--- config.mk ---
export PLATFORM = sky130hd
export DESIGN_NAME = bar_level_tracker
export DESIGN_NICKNAME = d
export VERILOG_FILES = /design/src/rtl/bar_level_tracker.sv
export SDC_FILE = /design/constraint.sdc
export NUM_CORES = 2
export LEC_CHECK = 0
export CAP_MARGIN = 20
export CORE_ASPECT_RATIO = 0.75
export CORE_MARGIN = 3
export CORE_UTILIZATION = 35
export CTS_CLUSTER_DIAMETER = 120
export DETAILED_ROUTE_END_ITERATION = 7
export GPL_ROUTABILITY_DRIVEN = 0
export PLACE_DENSITY = 0.55
export SETUP_SLACK_MARGIN = 0.2
export SLEW_MARGIN = 20
export SYNTH_ARGS = -nofsm -noshare
export SYNTH_HDL_FRONTEND = slang
export SYNTH_SLANG_ARGS = --single-unit
--- constraint.sdc ---
create_clock -name Clk -period 4.1 [get_ports Clk]
set_input_delay 0.82 -clock Clk [delete_from_list [all_inputs] [get_ports Clk]]
set_output_delay 0.82 -clock Clk [all_outputs]
set_load 0.02 [all_outputs]
--- src/rtl/bar_level_tracker.sv ---
`default_nettype none
// ============================================================================
// Module      : bar_level_tracker
// Description : Per-band peak accumulator with per-frame attack/decay commit and
//               atomic publication of ten bar levels on each vertical-sync edge.
// Revision    : 1.0 - initial release
// ============================================================================
module bar_level_tracker #(
    parameter int MAG_W       = 24,
    parameter int DECAY_SHIFT = 3,
    parameter int VS_ACT_LOW  = 1
) (
    input  logic             Clk,
    input  logic             Reset_n,
    input  logic             VS,
    input  logic             Freeze,
    input  logic             band_valid,
    output logic             band_ready,
    input  logic [3:0]       band_idx,
    input  logic [MAG_W-1:0] band_mag,
    output logic [MAG_W-1:0] x0,
    output logic [MAG_W-1:0] x1,
    output logic [MAG_W-1:0] x2,
    output logic [MAG_W-1:0] x3,
    output logic [MAG_W-1:0] x4,
    output logic [MAG_W-1:0] x5,
    output logic [MAG_W-1:0] x6,
    output logic [MAG_W-1:0] x7,
    output logic [MAG_W-1:0] x8,
    output logic [MAG_W-1:0] x9,
    output logic             frame_done,
    output logic             bad_idx
);

    localparam int               c_NBANDS      = 10;
    localparam logic             c_VS_IDLE     = (VS_ACT_LOW != 0) ? 1'b1 : 1'b0;
    localparam logic [MAG_W-1:0] c_DECAY_FLOOR = MAG_W'(1) << DECAY_SHIFT;

    typedef enum logic [1:0] {
        ST_ACCUM   = 2'd0,
        ST_COMMIT  = 2'd1,
        ST_PUBLISH = 2'd2
    } state_t;

    state_t           state_q, state_d;
    logic [3:0]       b_q, b_d;
    logic             vs_q;
    logic             ready_q, ready_d;
    logic             frame_done_q, frame_done_d;
    logic             bad_idx_q, bad_idx_d;
    logic [MAG_W-1:0] acc_q [c_NBANDS];
    logic [MAG_W-1:0] acc_d [c_NBANDS];
    logic [MAG_W-1:0] lvl_q [c_NBANDS];
    logic [MAG_W-1:0] lvl_d [c_NBANDS];
    logic [MAG_W-1:0] x_q   [c_NBANDS];
    logic [MAG_W-1:0] x_d   [c_NBANDS];

    logic w_edge;
    logic w_xfer;

    assign w_edge = (VS_ACT_LOW != 0) ? (!VS && vs_q) : (VS && !vs_q);
    assign w_xfer = band_valid && ready_q;

    always_comb begin
        state_d      = state_q;
        b_d          = b_q;
        acc_d        = acc_q;
        lvl_d        = lvl_q;
        x_d          = x_q;
        frame_done_d = 1'b0;
        bad_idx_d    = 1'b0;

        case (state_q)
            ST_ACCUM: begin
                if (w_xfer) begin
                    if (band_idx > 4'd9) begin
                        bad_idx_d = 1'b1;
                    end else begin
                        for (int i = 0; i < c_NBANDS; i++) begin
                            if (band_idx == 4'(i) && band_mag > acc_q[i]) begin
                                acc_d[i] = band_mag;
                            end
                        end
                    end
                end
                if (w_edge) begin
                    state_d = ST_COMMIT;
                    b_d     = 4'd0;
                end
            end
            ST_COMMIT: begin
                for (int i = 0; i < c_NBANDS; i++) begin
                    if (b_q == 4'(i)) begin
                        // Small levels would never decay (shift yields 0), so snap them to zero.
                        if (acc_q[i] >= lvl_q[i]) begin
                            lvl_d[i] = acc_q[i];
                        end else if (lvl_q[i] < c_DECAY_FLOOR) begin
                            lvl_d[i] = '0;
                        end else begin
                            lvl_d[i] = lvl_q[i] - (lvl_q[i] >> DECAY_SHIFT);
                        end
                        acc_d[i] = '0;
                    end
                end
                if (b_q == 4'd9) begin
                    state_d = ST_PUBLISH;
                end else begin
                    b_d = b_q + 4'd1;
                end
            end
            ST_PUBLISH: begin
                if (!Freeze) begin
                    x_d          = lvl_q;
                    frame_done_d = 1'b1;
                end
                state_d = ST_ACCUM;
            end
            default: begin
                state_d = ST_ACCUM;
            end
        endcase

        ready_d = (state_d == ST_ACCUM);
    end

    always_ff @(posedge Clk or negedge Reset_n) begin
        if (!Reset_n) begin
            state_q      <= ST_ACCUM;
            b_q          <= 4'd0;
            vs_q         <= c_VS_IDLE;
            ready_q      <= 1'b0;
            frame_done_q <= 1'b0;
            bad_idx_q    <= 1'b0;
            for (int i = 0; i < c_NBANDS; i++) begin
                acc_q[i] <= '0;
                lvl_q[i] <= '0;
                x_q[i]   <= '0;
            end
        end else begin
            state_q      <= state_d;
            b_q          <= b_d;
            vs_q         <= VS;
            ready_q      <= ready_d;
            frame_done_q <= frame_done_d;
            bad_idx_q    <= bad_idx_d;
            acc_q        <= acc_d;
            lvl_q        <= lvl_d;
            x_q          <= x_d;
        end
    end

    assign band_ready = ready_q;
    assign frame_done = frame_done_q;
    assign bad_idx    = bad_idx_q;
    assign x0 = x_q[0];
    assign x1 = x_q[1];
    assign x2 = x_q[2];
    assign x3 = x_q[3];
    assign x4 = x_q[4];
    assign x5 = x_q[5];
    assign x6 = x_q[6];
    assign x7 = x_q[7];
    assign x8 = x_q[8];
    assign x9 = x_q[9];

endmodule
`default_nettype wire
-- Yosys cells after proc, flatten, opt, wreduce, memory -nomap -nowiden
Index checks and enable logic that the tools add are counted.
- $add $sub $neg: 11
- order comparisons: 31
- equality and inequality tests: 44
- multiplexer cells: 54
- bitwise logic cells: 1
- reductions and logical operators: 40
- operators by type and width (cell ; number):
    two-way mux 24 bit ; 40
    two-way mux 240 bit ; 2
    one-hot mux 240 bit (2 select lines) ; 1
    greater-or-equal comparator 24 bit ; 10
    > comparator 24 bit ; 10
    < comparator 24 x 4 -> 1 bit (second input constant) ; 10
    subtractor 24 x 21 -> 24 bit ; 10
    AND reduction 5 bit ; 10
    inequality test 2 bit (second input constant) ; 24
    == test 4 x 3 -> 1 bit (second input constant) ; 8
    AND reduction 2 bit ; 11
    == test 4 x 2 -> 1 bit (second input constant) ; 4
    == test 4 bit (second input constant) ; 4
    logical AND 1 bit ; 12
    == test 4 x 1 -> 1 bit (second input constant) ; 2
    zero test 4 bit ; 2
    two-way mux 4 bit ; 2
    one-hot mux 4 bit (2 select lines) ; 1
    two-way mux 1 bit ; 5
    adder 4 x 1 -> 4 bit (second input constant) ; 1
    > comparator 4 bit (second input constant) ; 1
    zero test 2 bit ; 2
    two-way mux 2 bit ; 2
    one-hot mux 2 bit (2 select lines) ; 1
    6 further kinds ; 6
- bits in registers: 730
- bits of input ports: 33

-- Depth between registers and ports, before layout
- word-level depth: 6
- gate-level depth with buffers: 14
- mapped depth without buffers: 14

-- Worst setup path after synthesis
Ideal clock, no wire load.
- path type: input to register
- from: input port band_mag[0]
- to: register acc_q[10] in the netlist's numbering
- setup time: 0.125 ns
- data arrival time: 3.071 ns
- setup slack: 0.904 ns
- cell stages on the path: 13
- cells stage by stage: inv_1 > ha_1 > nor2b_1 > o21ai_0 > nand2b_1 > a21oi_1 > o21ai_0 > nand2_1 > o211ai_1 > a21oi_1 > a221oi_1 > clkbuf_1 > mux2_2
- cells in the longest elaborated chain, start to end: 4
- ends and longest elaborated chain (element ; line ; text):
    from (decl) ; 20 ; input logic [MAG_W-1:0] band_mag,
    > comparator 24 bit ; 80 ; if (band_idx == 4'(i) && band_mag > acc_q[i]) begin
    logical AND 1 bit ; 80 ;
    inequality test 2 bit (no source line) ; n/a ;
    AND reduction 5 bit (no source line) ; n/a ;
    to (signal, indexed assignment) ; 135 ; acc_q[i] <= '0;
    to (signal assigned) ; 146 ; acc_q <= acc_d;
    to (decl) ; 51 ; logic [MAG_W-1:0] acc_q [c_NBANDS];
Every way passes these cells.
A chain may end at the register's enable or synchronous reset.

-- Worst setup path after layout
- from: register lvl_q[171] in the netlist's numbering
- to: register lvl_q[188] in the netlist's numbering
- cells in the longest elaborated chain, start to end: 3
- elaborated cells on any way between the ends: 5
- those cells by class: add/sub (1); order compare (2); mux (2)
- ends and longest elaborated chain (element ; line ; text):
    from (decl) ; 53 ; logic [MAG_W-1:0] lvl_q [c_NBANDS];
    from (signal assigned) ; 147 ; lvl_q <= lvl_d;
    subtractor 24 x 21 -> 24 bit or < comparator 24 x 4 -> 1 bit (tied branches) ; 100, 97 ;
    two-way mux 24 bit ; 97 ; end else if (lvl_q[i] < c_DECAY_FLOOR) begin
    two-way mux 24 bit (*) ; 95 ; if (acc_q[i] >= lvl_q[i]) begin
Every way passes the cells marked *; elsewhere a longest branch is shown, timed or not.

==> impl_metrics.json <==
{
  "status": "finished clean",
  "dp_worst_setup_slack_ns": 0.120,
  "grt_pass1_wl_mm": 264,
  "cp_max_fo": 6,
  "ys_ff_latch": 730,
  "dieArea_um2": 151000,
  "final_cell_mix": "dfrtp_1 (729), ha_1 (694), inv_1 (544)",
  "required_ns": 4.68,
  "slew_headroom_pct": 17.7,
  "worstSetupStartpointType": "register",
  "reg2regPathDepth": 13,
  "finalWorstSetupSlack_ns": 0.467,
  "r2r-end": "lvl_q[188]$_DFFE_PN0P_",
  "path_class": "reg -> reg",
  "min_path_type": "in -> async",
  "finalSetupTns_ns": 0,
  "cts_hold_buf": 0,
  "start_util_pct": 35.5,
  "cts-buffers-inserted": 83,
  "cts_max_level": 3,
  "fin_crit_ns": 3.63,
  "finalWirelength_mm": 174,
  "rsz0062_at_grt": "true",
  "drc_errors": 0,
  "clkTransAtPathRegs_ns": 0.06,
  "synthCells": 5212,
  "grt_usage_pct": 22.8,
  "cp-endpoint": "lvl_q[188]$_DFFE_PN0P_",
  "rrSetupSlack_ns": 0.47,
  "syn_area_per_cell_um2": 9.80,
  "dp.cells": 7369,
  "cts-resized-gates": 0,
  "cts_setup_buffers": 0,
  "layout_commonest_cell": "dfrtp_1",
  "synth_flop_cell": "dfrtp_1",
  "grt-ovfl-total": 0,
  "antenna_found_initial": 10,
  "final_layout_size_suffix_gt1_share_pct": 14.6,
  "skew_ns": 0.0476,
  "syn_area_um2": 51100,
  "yosysSeqAreaShare_pct": 35.8,
  "die_h_um": 337,
  "period_share_pct": 88.6,
  "nNetsFinal": 6300,
  "area_growth_pct": 17.7,
  "dr.pass1.iters": 6,
  "ys_types": 80,
  "setup_viol": 0,
  "n_fill_cell": 13992,
  "fp.dieW_um": 447,
  "via_per_inst": 5.61,
  "p_leak_nw": 28.5,
  "synth_area_leader_cell": "dfrtp_1",
  "core-area_um2": 144000,
  "timing.fmax_mhz": 275,
  "instances_no_fill": 7519,
  "grt_pass1_vias": 41095,
  "maxSlewViolCount": 0,
  "ys_async_sr_fraction_pct": 100,
  "synth_area_leaders": "dfrtp_1 (36%), ha_1 (17%), mux2_2 (11%), a21oi_1 (4.2%), inv_1 (4.0%)",
  "drv_cap": 0,
  "synth_top_area_share_pct": 35.7,
  "r2r_start": "lvl_q[171]$_DFFE_PN0P_",
  "root_buffer": "clkbuf_16",
  "ant_nets": 0,
  "grt_start_max_net_pins": 107,
  "end_kind": "register",
  "worstPathArrival_ns": 4.22,
  "worstSetupStartpoint": "lvl_q[171]$_DFFE_PN0P_",
  "hold_violations": 0,
  "first_iter_violations": 3614,
  "dpl.hpwl_mm": 131,
  "insertion_delay_ns": 0.72,
  "numPortBuffers": 275,
  "syn-num-nets": 5949,
  "io_pins": 276,
  "p_per_area_nw_per_um2": 913,
  "irDropWorstVdd_mv": 0.362,
  "synth_edf_count": 0,
  "rows": 120,
  "cts_buffer_depth": 3,
  "ys.warnings.count": 0,
  "worstMarginPinSlew_ns": 1.23,
  "cts_tree": "built",
  "clock-sinks": 730,
  "num_vias": 42180,
  "wl_per_cell_um": 23.1
}
## worst max-delay path, cell delays in order, from the launching register on
cell and delay, ns:
dfrtp_1 0.57, ha_1 0.26, inv_1 0.06, fa_1 0.44, a211oi_1 0.30, o21ai_0 0.26, a2111oi_2 0.43, buf_4 0.19
o31ai_1 0.13, nand4_1 0.15, a21oi_1 0.12, or3_1 0.32, a32oi_1 0.21, o21ai_0 0.09
## kinds of logic (layout without fill, tap and decap cells)
| logic type | count (synthesis) | count (layout) | synth area share [%] |
|---|---|---|---|
| AO/OA/AOI/OAI | 1376 | 1376 | 17.5 |
| multiplexers | 493 | 493 | 10.8 |
| AND/OR/NAND/NOR | 1029 | 1029 | 10.4 |
| buffers and inverters | 716 | 1130 | 5.30 |
| XOR/XNOR | 164 | 164 | 2.81 |
| other | 0 | 2 | 0 |
| flip-flops | 730 | 730 | 35.8 |
| adder cells (fa/ha/maj) | 704 | 704 | 17.4 |
## registers in the layout, indices dropped and copies added, names as in the netlist
register / cells
x2: 24
x6: 24
vs_q: 1
x0: 24
b_q: 4
band_ready: 1
lvl_q: 240
bad_idx: 1
frame_done: 1
x5: 24
x4: 24
state_q: 2
acc_q: 240
x7: 24
x3: 24
x8: 24
x1: 24
x9: 24
## worst min path at each step
| stage | startpoint | endpoint | cells after the start |
|---|---|---|---|
| after floorplan | lvl_q[144]$_DFFE_PN0P_ | lvl_q[144]$_DFFE_PN0P_ | 2 |
| after CTS | Reset_n | acc_q[144]$_DFFE_PN0P_ | 1 |
| after detailed placement | x1[14]$_DFFE_PN0P_ | x1[14]$_DFFE_PN0P_ | 1 |
| final | Reset_n | lvl_q[156]$_DFFE_PN0P_ | 1 |
| after global placement | x1[1]$_DFFE_PN0P_ | x1[1]$_DFFE_PN0P_ | 1 |
| after global routing | Reset_n | lvl_q[156]$_DFFE_PN0P_ | 1 |
## cells in the mapped netlist, types with 39 or more instances
library cell,number
xor2_1,62
and2_1,39
dfrtp_1,729
nand2_1,206
o21ai_0,213
a21oi_1,430
nor4_1,63
nor3_1,143
a21o_1,258
mux2_2,480
nor2b_1,55
xnor2_1,102
nand4_1,134
inv_1,544
nor2_1,181
nand2b_1,51
clkbuf_1,155
ha_1,694
a221oi_1,57
a211oi_1,131
nand3_1,59
## layer usage
metal  share of wire (%)  vias to the layer above  global-route usage (%)
met3                 6.2                      289                    3.96
met5                   0                        -                       0
met2                  43                     1316                    34.9
li1                    -                    19852                       -
met4                 3.7                        0                    7.49
met1                  47                    20723                    32.5
## power by group
part,switching [mW],internal (mW),leakage (nW),total [mW]
sequential,3.80,9.91,9.48,13.7
clock,3.33,4.45,1.33,7.79
combinational,18.9,14.5,17.7,33.4
total,26.0,28.8,28.5,54.9
## metrics by stage
stage | utilization, % | cell area [µm²] | total power, mW | hold WS, ns
final | 41.8 | 60100 | 54.9 | 0.164
after detailed placement | 39.8 | 57300 | 46.6 | 0.495
after global routing | 41.8 | 60100 | 59.6 | 0.161
after floorplan | - | 51100 | 36.2 | 0.491
after global placement | 39.8 | 57300 | 46.2 | 0.490
after CTS | 41.8 | 60100 | 54.7 | 0.146
## cell type report
| type | instances | area [µm²] | share of cell area (%) |
|---|---|---|---|
| inverter | 545 | 2050 | 3.40 |
| multi-input combinational | 3766 | 30300 | 50.4 |
| clock buffer | 112 | 2330 | 3.88 |
| timing repair buffer | 437 | 4370 | 7.28 |
| clock inverter | 36 | 443 | 0.737 |
| sequential | 730 | 18300 | 30.4 |
| tap | 1891 | 2370 | 3.94 |
| antenna | 2 | 5.00 | 0.00833 |
No activity file was read; power rests on OpenSTA's default activity.
